$ cat config.mk
export PLATFORM = sky130hd
export DESIGN_NAME = fifo_thresh_buffer
export DESIGN_NICKNAME = d
export VERILOG_FILES = /design/src/rtl/fifo_thresh_buffer.sv
export SDC_FILE = /design/constraint.sdc
export NUM_CORES = 1
export LEC_CHECK = 0
export ABC_AREA = 1
export CORE_MARGIN = 4
export CORE_UTILIZATION = 51
export CTS_CLUSTER_SIZE = 8
export DETAILED_ROUTE_END_ITERATION = 10
export MAX_ROUTING_LAYER = met4
export PLACE_DENSITY_LB_ADDON = 0.12
export SYNTH_ARGS = -nofsm -noshare
export SYNTH_HDL_FRONTEND = slang
export SYNTH_SLANG_ARGS = --single-unit
$ cat constraint.sdc
create_clock -name clk -period 1.9 [get_ports clk]
set_input_delay 0.38 -clock clk [delete_from_list [all_inputs] [get_ports clk]]
set_output_delay 0.38 -clock clk [all_outputs]
set_load 0.005 [all_outputs]
$ cat src/rtl/fifo_thresh_buffer.sv
// fifo_thresh_buffer: single-clock data FIFO with almost-empty/almost-full
// thresholds, upstream backpressure and overflow/underflow reporting.
// Registered read data with 1-cycle latency; no fall-through when empty.
// Optional build macro: FIFO_ERR_STICKY_EN (error latches until reset).
module fifo_thresh_buffer #(
   parameter int DATA_WIDTH = 6,
   parameter int ADDR_WIDTH = 3
) (
   input  logic                  clk,
   input  logic                  reset,
   input  logic                  push,
   input  logic [DATA_WIDTH-1:0] data_in,
   input  logic                  pop,
   input  logic [ADDR_WIDTH-1:0] limit_low,
   input  logic [ADDR_WIDTH-1:0] limit_high,
   output logic [DATA_WIDTH-1:0] data_out,
   output logic                  valid_out,
   output logic                  empty,
   output logic                  full,
   output logic                  almost_empty,
   output logic                  almost_full,
   output logic                  pause,
   output logic                  error
);

   localparam int DEPTH = 1 << ADDR_WIDTH;
   localparam logic [ADDR_WIDTH:0] LP_DEPTH = (ADDR_WIDTH+1)'(DEPTH);

   logic [DATA_WIDTH-1:0] r_mem [DEPTH];
   logic [ADDR_WIDTH-1:0] r_wr_ptr;
   logic [ADDR_WIDTH-1:0] r_rd_ptr;
   logic [ADDR_WIDTH:0]   r_count;
   logic [DATA_WIDTH-1:0] r_data_out;
   logic                  r_valid_out;
   logic                  r_error;

   logic                  w_empty;
   logic                  w_full;
   logic                  w_rd_acc;
   logic                  w_wr_acc;
   logic                  w_err_evt;
   logic [ADDR_WIDTH:0]   w_hi_lim;

   // Status and acceptance decode from registered count and live limits
   always_comb begin
      w_empty   = (r_count == '0);
      w_full    = (r_count == LP_DEPTH);
      w_rd_acc  = pop && !w_empty;
      // a pop on a full FIFO frees the slot the push needs in the same edge
      w_wr_acc  = push && (!w_full || w_rd_acc);
      w_err_evt = (push && w_full && !pop) || (pop && w_empty);
      // limit_high of 0 cannot be reached meaningfully, so it means DEPTH
      w_hi_lim  = (limit_high == '0) ? LP_DEPTH : {1'b0, limit_high};
   end

   // Storage: no reset on contents, but writes are blocked while in reset
   always_ff @(posedge clk) begin
      if (reset && w_wr_acc)
         r_mem[r_wr_ptr] <= data_in;
   end

   // Pointers, occupancy, registered read port and error reporting
   always_ff @(posedge clk) begin
      if (!reset) begin
         r_wr_ptr    <= '0;
         r_rd_ptr    <= '0;
         r_count     <= '0;
         r_data_out  <= '0;
         r_valid_out <= 1'b0;
         r_error     <= 1'b0;
      end else begin
         r_valid_out <= w_rd_acc;
         if (w_rd_acc) begin
            r_data_out <= r_mem[r_rd_ptr];
            r_rd_ptr   <= r_rd_ptr + 1'b1;
         end
         if (w_wr_acc)
            r_wr_ptr <= r_wr_ptr + 1'b1;
         if (w_wr_acc && !w_rd_acc)
            r_count <= r_count + 1'b1;
         else if (w_rd_acc && !w_wr_acc)
            r_count <= r_count - 1'b1;
`ifdef FIFO_ERR_STICKY_EN
         r_error <= r_error | w_err_evt;
`else
         r_error <= w_err_evt;
`endif
      end
   end

   assign data_out     = r_data_out;
   assign valid_out    = r_valid_out;
   assign empty        = w_empty;
   assign full         = w_full;
   assign almost_empty = (r_count <= {1'b0, limit_low});
   assign almost_full  = (r_count >= w_hi_lim);
   assign pause        = almost_full;
   assign error        = r_error;

endmodule

==> results of run 1 <==
==> kinds of logic after synthesis <==
kind of cell,after synthesis,synth area share (%)
simple gates,149,22.44
fa+ha+maj,13,5.662
flops,66,59.95
xor+xnor,2,0.5830
buf+inv,33,5.287
compound gates,36,6.078
==> layer usage <==
metal	vias to the layer above	track usage, %	part of all wire (%)
met2	85	30.46	47
met5	-	-	0
met3	17	6.575	8.1
met4	0	9.209	2.3
met1	1078	25.05	43
li1	1143	-	-
==> registers in the layout, summed over array words and instances, names as in the netlist <==
name and count:
r_mem 48, data_out 6, r_count 4, r_rd_ptr 3, r_wr_ptr 3, error 1, valid_out 1
==> metrics by stage <==
stage	worst slack (ps)	hold slack, ps	cells	instance area [um^2]
floorplan	19.96	464.9	299	3012
global placement	-526.1	456.0	417	3526
detailed placement	-555.6	460.8	417	3526
CTS	-27.01	456.8	443	3805
global route	-125.5	462.0	442	3856
finish	-8.958	466.8	442	3856
==> report_power, final <==
group,total [uW],internal [uW],switching [uW]
registers,1800,1690,110
logic,1790,844,950
clock network,1060,481,579
==> timing repair <==
action	in CTS	in global routing
gates resized for setup	31	13
setup buffers	10	0
endpoints found under the setup margin	7	8
pin swaps	11	13
==> final timing paths <==
kind                            slack (ps)    startpoint      endpoint
worst min-delay path                   470   data_out[2]   data_out[2]
worst max-delay path                    -9  limit_low[1]  almost_empty
worst max register to register          10    r_count[0]    r_count[3]
worst min register to register         470   data_out[2]   data_out[2]
==> worst max-delay path, stage by stage <==
cell	delay, ps
clkdlybuf4s50_1	470
inv_2	40
ha_4	260
a21oi_1	60
o21ai_1	120
o21ai_1	70
buf_2	120
==> layout by cell type, fill, tap and decap left out, types with 3 or more instances in the layout <==
cell and count:
dfxtp_1 14, clkdlybuf4s50_1 20, nand2_2 5, dlygate4sd2_1 4
inv_2 4, a21oi_1 6, inv_1 16, nand4_1 3
buf_4 37, dfxtp_4 3, ha_4 5, edfxtp_1 48
clkinvlp_4 3, nor2_1 50, nor2_2 4, nand2_1 47
o21ai_0 24, o21ai_1 3, buf_2 3, clkbuf_8 9
ha_1 7, nand3_1 29
==> layout make-up <==
| cell class | count | area [um^2] | share of cell area [%] |
|---|---|---|---|
| multi-input combinational | 200 | 1137 | 29.49 |
| clock inverter | 7 | 53.80 | 1.395 |
| timing repair buffer | 66 | 549.3 | 14.24 |
| sequential | 66 | 1814 | 47.05 |
| inverter | 22 | 87.58 | 2.271 |
| tap | 72 | 90.09 | 2.336 |
| clock buffer | 9 | 123.9 | 3.212 |
==> reports/results.txt, run 1 <==
Worst skew pair latency: 350 ps
Worst rel slew slack: 79.18%
Commonest cells in the netlist: nand2_1 (51), nor2_1 (51), edfxtp_1 (48)
Mapped Area: 3005 um^2
Power Dens Cells: 1207 nW/um^2
Clock Pin Slew Worst Setup and Hold Paths: 70 ps
Vias per std cell: 5.256
Final Hold Fails: 0
FFs w/ async S/R, synth: 0%
Ant diodes: 0
Area Overhead vs Synth: 28.31%
Share of cells above drive strength 1: 24.86%
CTS tree: done
Via count: 2323
Setup crit end kind: output pin
Root buffer cell: clkbuf_8
Htree depth: 3
Slew Limit Fails: 0
Post-Syn Instances: 299
Initial DRC Count: 228
Post-synth top area share: 47.96%
Global-route wire length before repair: 10670 um
WS Path Type: input pin to output pin
Post-synth top flop: edfxtp_1
Pin count of the biggest net entering global routing: 27
Number of synthesized flops with an enable pin: 48
# DRC: 0
Power Total: 4654 uW
Avg Inst Size Synth: 10.05 um^2
# setup viols final: 1
Overall die area: 7185 um^2
CP startpoint kind: input pin
Synth top area cells: edfxtp_1 (48%), dfxtp_1 (12%), nand2_1 (6.4%)
Highest Clock Rate: 0.5238 GHz
Gpl congestion: 0.8460
Yosys cell types: 30
CP arrival: 1530 ps
PnR worst setup slack: -8.958 ps
Final ANT Viol Nets: 0
Total routed wirelength: 6542 um
IO Count: 29
Die Span X: 84.77 um
FILL cells: 421
Sinks on Clock Net: 66
Drt first pass iters: 4
CP Max Fanout: 2
CORE AREA: 5608 um^2
Post-layout minimum cycle time: 1909 ps
Sequential cell area fraction in the yosys report: 59.95%
VDD IR max: 0.7394 mV
Nets: 394
RSZ-0062 raised after global routing: true
Register bit count reported by yosys: 66
Initial Util: 53.59%
Final clock skew: 7.745 ps
Initial antenna violation count: 0
Slew at the pin closest to its max-slew limit: 311.4 ps
Hold path depth: 2
P_leak: 0.001552 uW
Die Height: 84.77 um
Cell taking the most area after synthesis: edfxtp_1
Number of buffers created by CTS: 9
Post-Synthesis Net Count: 328
Crit path required time: 1520 ps
Min-Delay Path Class: register to register
Status: complete, but fails checks
Post-DR wirelength/cell: 14.80 um
Max Cap Viol: 0
Worst-case clock buffer depth: 2
Port buffer count: 28
CTS Hold Bufs: 0
DPL Wire Length: 4439 um
Vias in the first global route: 2266
Grt ovf: 0
Path depth of the worst reg2reg path: 13
Setup TNS Final: -8.958 ps
Final Cycle Share: 100.5%
Tot GR Track Use: 20.32%
Num rows: 27
Post-layout util: 68.76%
Yosys warnings: 0
Failing checks: setup timing
No activity file was read; power rests on OpenSTA's default activity.
==> run 2, diff against run 1 <==
Settings changed: CORE_UTILIZATION 51 to 45.
==> run 2 against run 1 <==
Net effect:
- the run now ends clean
- combinational power grew 4%
- clock-buffer cell count is the same
- setup slack gained 28 ps
- hold slack gained 3.6 ps
- maximum frequency grew 1.5%
- critical path depth shrank 3
- power grew 9.5%
- non-clock buffer count grew 3
==> reports/results.txt, run 2 (same netlist as run 1, synthesis figures left out) <==
Grt ovf: 0 (unchanged)
Most frequent cells in the layout: nor2_1 (50), nand2_1 (49), edfxtp_1 (48) (was nor2_1 (50), edfxtp_1 (48), nand2_1 (47))
Total routed wirelength: 6710 um (was 6542 um)
DPL Wire Length: 4420 um (was 4439 um)
Final Cycle Share: 99.00% (was 100.5%)
Worst rel slew slack: 78.17% (was 79.18%)
CP startpoint kind: register (was input pin)
Power Dens Cells: 1266 nW/um^2 (was 1207 nW/um^2)
Max reg flops: 48 (unchanged)
Setup crit end kind: output pin (unchanged)
Port buffer count: 28 (unchanged)
Min-Delay Path Class: register to register (unchanged)
Commonest non-fill, non-tap cell in the layout: nor2_1 (unchanged)
Area of the multi-input gates: 1169 um^2 (was 1137 um^2)
Share of cells above drive strength 1: 26.01% (was 24.86%)
Nets: 397 (was 394)
Worst stage delay on the critical path: 400 ps (was 470 ps)
Slew Limit Fails: 0 (unchanged)
CP max stage cell: dfxtp_4 (was clkdlybuf4s50_1)
Max Cap Viol: 0 (unchanged)
# DRC: 0 (unchanged)
RSZ-0062 raised after global routing: true (unchanged)
Critical path buffers and inverters: 3 (unchanged)
Tot GR Track Use: 17.88% (was 20.32%)
Area Overhead vs Synth: 33.97% (was 28.31%)
Htree depth: 3 (unchanged)
CORE AREA: 6422 um^2 (was 5608 um^2)
CP Max Fanout: 5 (was 2)
Initial antenna violation count: 0 (unchanged)
Die Height: 89.72 um (was 84.77 um)
CP top delay family: buffers and inverters (unchanged)
Final Hold Fails: 0 (unchanged)
Pin count of the biggest net entering global routing: 27 (unchanged)
Slew at the pin closest to its max-slew limit: 327.0 ps (was 311.4 ps)
Initial Util: 46.80% (was 53.59%)
Crit path required time: 1520 ps (about the same)
FILL cells: 530 (was 421)
Final ANT Viol Nets: 0 (unchanged)
P_leak: 0.001636 uW (was 0.001552 uW)
VDD IR max: 0.7708 mV (was 0.7394 mV)
Root buffer cell: clkbuf_8 (unchanged)
Sinks on Clock Net: 66 (unchanged)
Non-Filler Instances: 450 (was 442)
Final clock skew: 5.364 ps (was 7.745 ps)
Vias in the first global route: 2148 (was 2266)
CP arrival: 1500 ps (was 1530 ps)
Status: completed (was complete, but fails checks)
Highest Clock Rate: 0.5316 GHz (was 0.5238 GHz)
Vias per std cell: 5.040 (was 5.256)
Crit path cell chain: inv_2 -> buf_4 -> nor4_1 -> dlygate4sd2_1 (was clkdlybuf4s50_1 -> inv_2 -> ha_4 -> a21oi_1 -> o21ai_1 -> o21ai_1 -> buf_2)
Worst skew pair latency: 350 ps (about the same)
Power Total: 5096 uW (was 4654 uW)
Global-route wire length before repair: 10960 um (was 10670 um)
Largest Register: r_mem (unchanged)
Gpl congestion: 0.8651 (was 0.8460)
# setup viols final: 0 (was 1)
Ant diodes: 0 (unchanged)
Number of buffers created by CTS: 9 (unchanged)
Via count: 2268 (was 2323)
Overall die area: 8050 um^2 (was 7185 um^2)
Die Span X: 89.72 um (was 84.77 um)
Initial DRC Count: 167 (was 228)
Post-layout minimum cycle time: 1881 ps (was 1909 ps)
WS Path Type: register to output pin (was input pin to output pin)
Post-DR wirelength/cell: 14.91 um (was 14.80 um)
CTS tree: done (unchanged)
IO Count: 29 (unchanged)
Placed cell count: 423 (was 417)
Worst-case clock buffer depth: 2 (unchanged)
Clock Pin Slew Worst Setup and Hold Paths: 70 ps (about the same)
Seq. cell area: 1812 um^2 (was 1814 um^2)
Drt first pass iters: 4 (unchanged)
Num rows: 29 (was 27)
run 2: cell types whose count changed in the layout (fill, tap and decap cells not counted), moves of 3 or more:
cell,delta
buf_12,+3
clkinvlp_4,-3
clkdlybuf4s50_1,-3
bufinv_16,+3
run 2: worst register-to-register path, cell delays in order (launching register included):
cell and delay, ps:
dfxtp_4 360, nor2_4 130, nand4_1 130, nand2_2 110, inv_2 60, ha_4 160
inv_4 80, ha_4 210, or2_4 230, nand2_1 50, nand2_1 50, nand2_1 60
nand2_1 50, a21oi_1 120
run 2: what timing repair did:
action / CTS / global route
resized for setup: 33 / 21
endpoints found under the hold margin: 0 / 0
buffers inserted: 11 / 1
hold buffers: 0 / 0
pin swaps: 12 / 19
setup endpoints to repair: 6 / 7
run 2: routing by layer:
| metal | share of wire [%] | track usage (%) |
|---|---|---|
| met5 | 0 | - |
| met4 | 1.0 | 4.215 |
| met3 | 5.6 | 5.760 |
| met2 | 48 | 27.51 |
| met1 | 45 | 23.23 |
run 2: cell type report:
class	count	share of cell area, %
Sequential cell	66	45.00
Multi-Input combinational cell	200	29.02
Timing Repair Buffer	69	15.44
Clock buffer	9	3.076
Clock inverter	7	2.890
Tap cell	77	2.393
Inverter	22	2.175
run 2: power by group:
group / internal, uW / total, uW / switching, uW
registers: 1690 / 1800 / 117
logic: 911 / 1870 / 961
clock network: 871 / 1420 / 547
run 2: stage by stage:
stage,hold WS [ps],setup WS (ps),utilization (%),instance area [um^2],TNS [ps]
finish,470.4,19.01,62.69,4026,0
global route,481.0,-83.74,62.69,4026,-224.5
CTS,444.1,3.821,61.33,3939,0
detailed placement,462.7,-599.8,55.70,3577,-6660
global placement,457.9,-534.8,55.70,3577,-7463
floorplan,464.9,19.96,-,3012,0
run 2: worst paths after layout:
kind	from	to	slack, ps	cells past startpoint
worst min-delay path	data_out[3]	data_out[3]	470	2
worst min register to register	data_out[3]	data_out[3]	470	2
worst max register to register	r_count[1]	r_count[3]	20	13
worst max-delay path	r_count[3]	full	20	4
==> run 3, diff against run 2 <==
Settings changed: GPL_TIMING_DRIVEN set to 0, RECOVER_POWER set to 25.
==> run 3 against run 2 <==
Net effect:
- sequential power about the same
- sequential share of layout area increased by 1.7 points
- critical path type is now register to register
- register-to-register slack got worse by 110 ps
- the run now ends with setup timing left
- non-clock buffer count decreased by 16
- utilization decreased by 2.2 points
==> reports/results.txt, run 3 (same netlist as run 1, synthesis figures left out) <==
Status: complete, but fails checks (was completed)
Failing checks: setup timing
Max Cap Viol: 0 (unchanged)
Commonest non-fill, non-tap cell in the layout: edfxtp_1 (was nor2_1)
Final Cycle Share: 104.7% (was 99.00%)
Net Sw Power: 1705 uW (was 1626 uW)
Post-layout util: 60.47% (was 62.69%)
HP Start: reset (was data_out[3])
Switching portion of total power: 34.20% (was 31.91%)
Worst-case clock buffer depth: 2 (unchanged)
Vias per std cell: 5.090 (was 5.040)
Nets: 381 (was 397)
Overall die area: 8050 um^2 (unchanged)
Ant diodes: 0 (unchanged)
Setup slack at placement: -805.3 ps (was -599.8 ps)
VDD IR max: 0.6119 mV (was 0.7708 mV)
Tot GR Track Use: 17.99% (was 17.88%)
CORE AREA: 6422 um^2 (unchanged)
Reg2reg start: r_count[0] (was r_count[1])
FILL cells: 550 (was 530)
Final Hold Fails: 0 (unchanged)
Root buffer cell: clkbuf_8 (unchanged)
Max reg flops: 48 (unchanged)
Hold path depth: 3 (was 2)
PnR worst setup slack: -89.65 ps (was 19.01 ps)
Grt ovf: 0 (unchanged)
CP arrival: 2270 ps (was 1500 ps)
Port buffer count: 27 (was 28)
Hold_ws: 385.6 ps (was 470.4 ps)
CTS tree: done (unchanged)
Die Span X: 89.72 um (unchanged)
Gpl congestion: 0.8248 (was 0.8651)
Share of power burned in registers: 36.3% (was 35.4%)
Worst skew pair latency: 350 ps (about the same)
Total routed wirelength: 6757 um (was 6710 um)
Area Overhead vs Synth: 29.23% (was 33.97%)
Via count: 2209 (was 2268)
Htree depth: 3 (unchanged)
Cell area after layout: 3884 um^2 (was 4026 um^2)
Hold Crit Endpoint: r_count[0] (was data_out[3])
# setup viols final: 3 (was 0)
WS Path Type: register to register (was register to output pin)
Crit path required time: 2180 ps (was 1520 ps)
Pin count of the biggest net entering global routing: 13 (was 27)
Largest Register: r_mem (unchanged)
CTS Hold Bufs: 0 (unchanged)
Path depth of the worst reg2reg path: 13 (unchanged)
IO Count: 29 (unchanged)
Most frequent cells in the layout: edfxtp_1 (48), nor2_1 (46), nand2_1 (45) (was nor2_1 (50), nand2_1 (49), edfxtp_1 (48))
Post-layout minimum cycle time: 1990 ps (was 1881 ps)
CP startpoint kind: register (unchanged)
Initial antenna violation count: 0 (unchanged)
Slew Limit Fails: 0 (unchanged)
Internal power: 3281 uW (was 3470 uW)
DPL Wire Length: 4409 um (was 4420 um)
Critical R2R Capture: r_count[3] (unchanged)
Num rows: 29 (unchanged)
RSZ-0062 raised after global routing: true (unchanged)
Min-Delay Path Class: input pin to register (was register to register)
P_leak: 0.001533 uW (was 0.001636 uW)
Number of buffers created by CTS: 9 (unchanged)
Share of cells above drive strength 1: 26.05% (was 26.01%)
Sinks on Clock Net: 66 (unchanged)
Vias in the first global route: 2186 (was 2148)
Placed Area: 3385 um^2 (was 3577 um^2)
Power Dens Cells: 1284 nW/um^2 (was 1266 nW/um^2)
CP Max Fanout: 3 (was 5)
Global-route wire length before repair: 11000 um (was 10960 um)
Initial Util: 46.80% (unchanged)
Worst rel slew slack: 44.92% (was 78.17%)
# DRC: 0 (unchanged)
Combinational power share: 40.8% (was 36.7%)
Final ANT Viol Nets: 0 (unchanged)
Initial DRC Count: 110 (was 167)
Highest Clock Rate: 0.5026 GHz (was 0.5316 GHz)
Die Height: 89.72 um (unchanged)
Worst R2R Setup Slack: -90 ps (was 20 ps)
Drt first pass iters: 4 (unchanged)
Power Total: 4986 uW (was 5096 uW)
Final clock skew: 9.191 ps (was 5.364 ps)
Setup crit end kind: register (was output pin)
Post-DR wirelength/cell: 15.57 um (was 14.91 um)
Slew at the pin closest to its max-slew limit: 819.4 ps (was 327.0 ps)
Clock Pin Slew Worst Setup and Hold Paths: 70 ps (about the same)
Clk pwr share: 22.9% (was 27.8%)
==> run 3: cell count changes in the layout (fill, tap and decap cells not counted), sizes merged, moves of 2 or more <==
cell           delta
clkbuf            +2
clkdlybuf4s50     -6
dlygate4sd2       +3
buf              -17
clkdlybuf4s15     -2
dlygate4sd3       +4
bufinv            -2
==> run 3: repair_timing <==
action | CTS | global route
cloned | 0 | 0
hold endpoints to repair | 0 | 0
resized for setup | 46 | 26
setup endpoints to repair | 38 | 12
setup buffers | 11 | 4
pin swaps | 18 | 18
==> run 3: per-layer routing <==
layer  vias to the layer above  GRT usage (%)  share of wire [%]
met5                         -              -                  0
li1                       1121              -                  -
met4                         0          4.215                1.3
met1                      1020          22.22                 44
met3                         8          7.012                7.1
met2                        60          28.13                 48
==> run 3: cell type report <==
class	count	area, um^2	area share, %
repair buffers	42	390.4	10.05
well taps	77	96.34	2.481
flip-flops and latches	66	1814	46.71
clock buffers	9	123.9	3.189
clock inverters	7	68.82	1.772
multi-input cells	200	1219	31.38
plain buffers	11	73.82	1.901
inverters	22	97.59	2.513
==> run 3: power groups by stage <==
stage / combinational, uW / sequential [uW] / clock, uW
2_1_floorplan: 973 / 1810 / 0
3_3_place_gp: 1490 / 1830 / 0
3_5_place_dp: 1510 / 1840 / 0
4_1_cts: 1820 / 1800 / 1180
5_1_grt: 2280 / 1820 / 1250
6_report: 2030 / 1810 / 1140
==> run 3: metrics by stage <==
step,TNS [ps],std cells
final,-201.3,434
after detailed placement,-23100,403
after global routing,-1260,434
after CTS,-157.1,430
after floorplan,0,299
after global placement,-25980,403
==> run 3: critical path, stage by stage, from the launching register on <==
cell	delay [ps]
dfxtp_4	360
nor2_4	140
nand4_1	180
nand2_2	160
inv_4	50
ha_4	170
inv_4	70
ha_4	200
or2_4	260
nand2_2	70
nand2_2	50
nand2_2	70
nand2_2	50
a21oi_2	100
==> run 3: worst max path at each step <==
stage | start | end | slack (ps) | cells after the start
after CTS | r_count[1] | pause | -80 | 6
after floorplan | r_count[0] | r_count[3] | 20 | 13
after global routing | r_count[0] | r_count[3] | -210 | 13
final | r_count[0] | r_count[3] | -90 | 13
after detailed placement | pop | r_count[3] | -810 | 14
after global placement | pop | r_mem[4][4] | -960 | 5
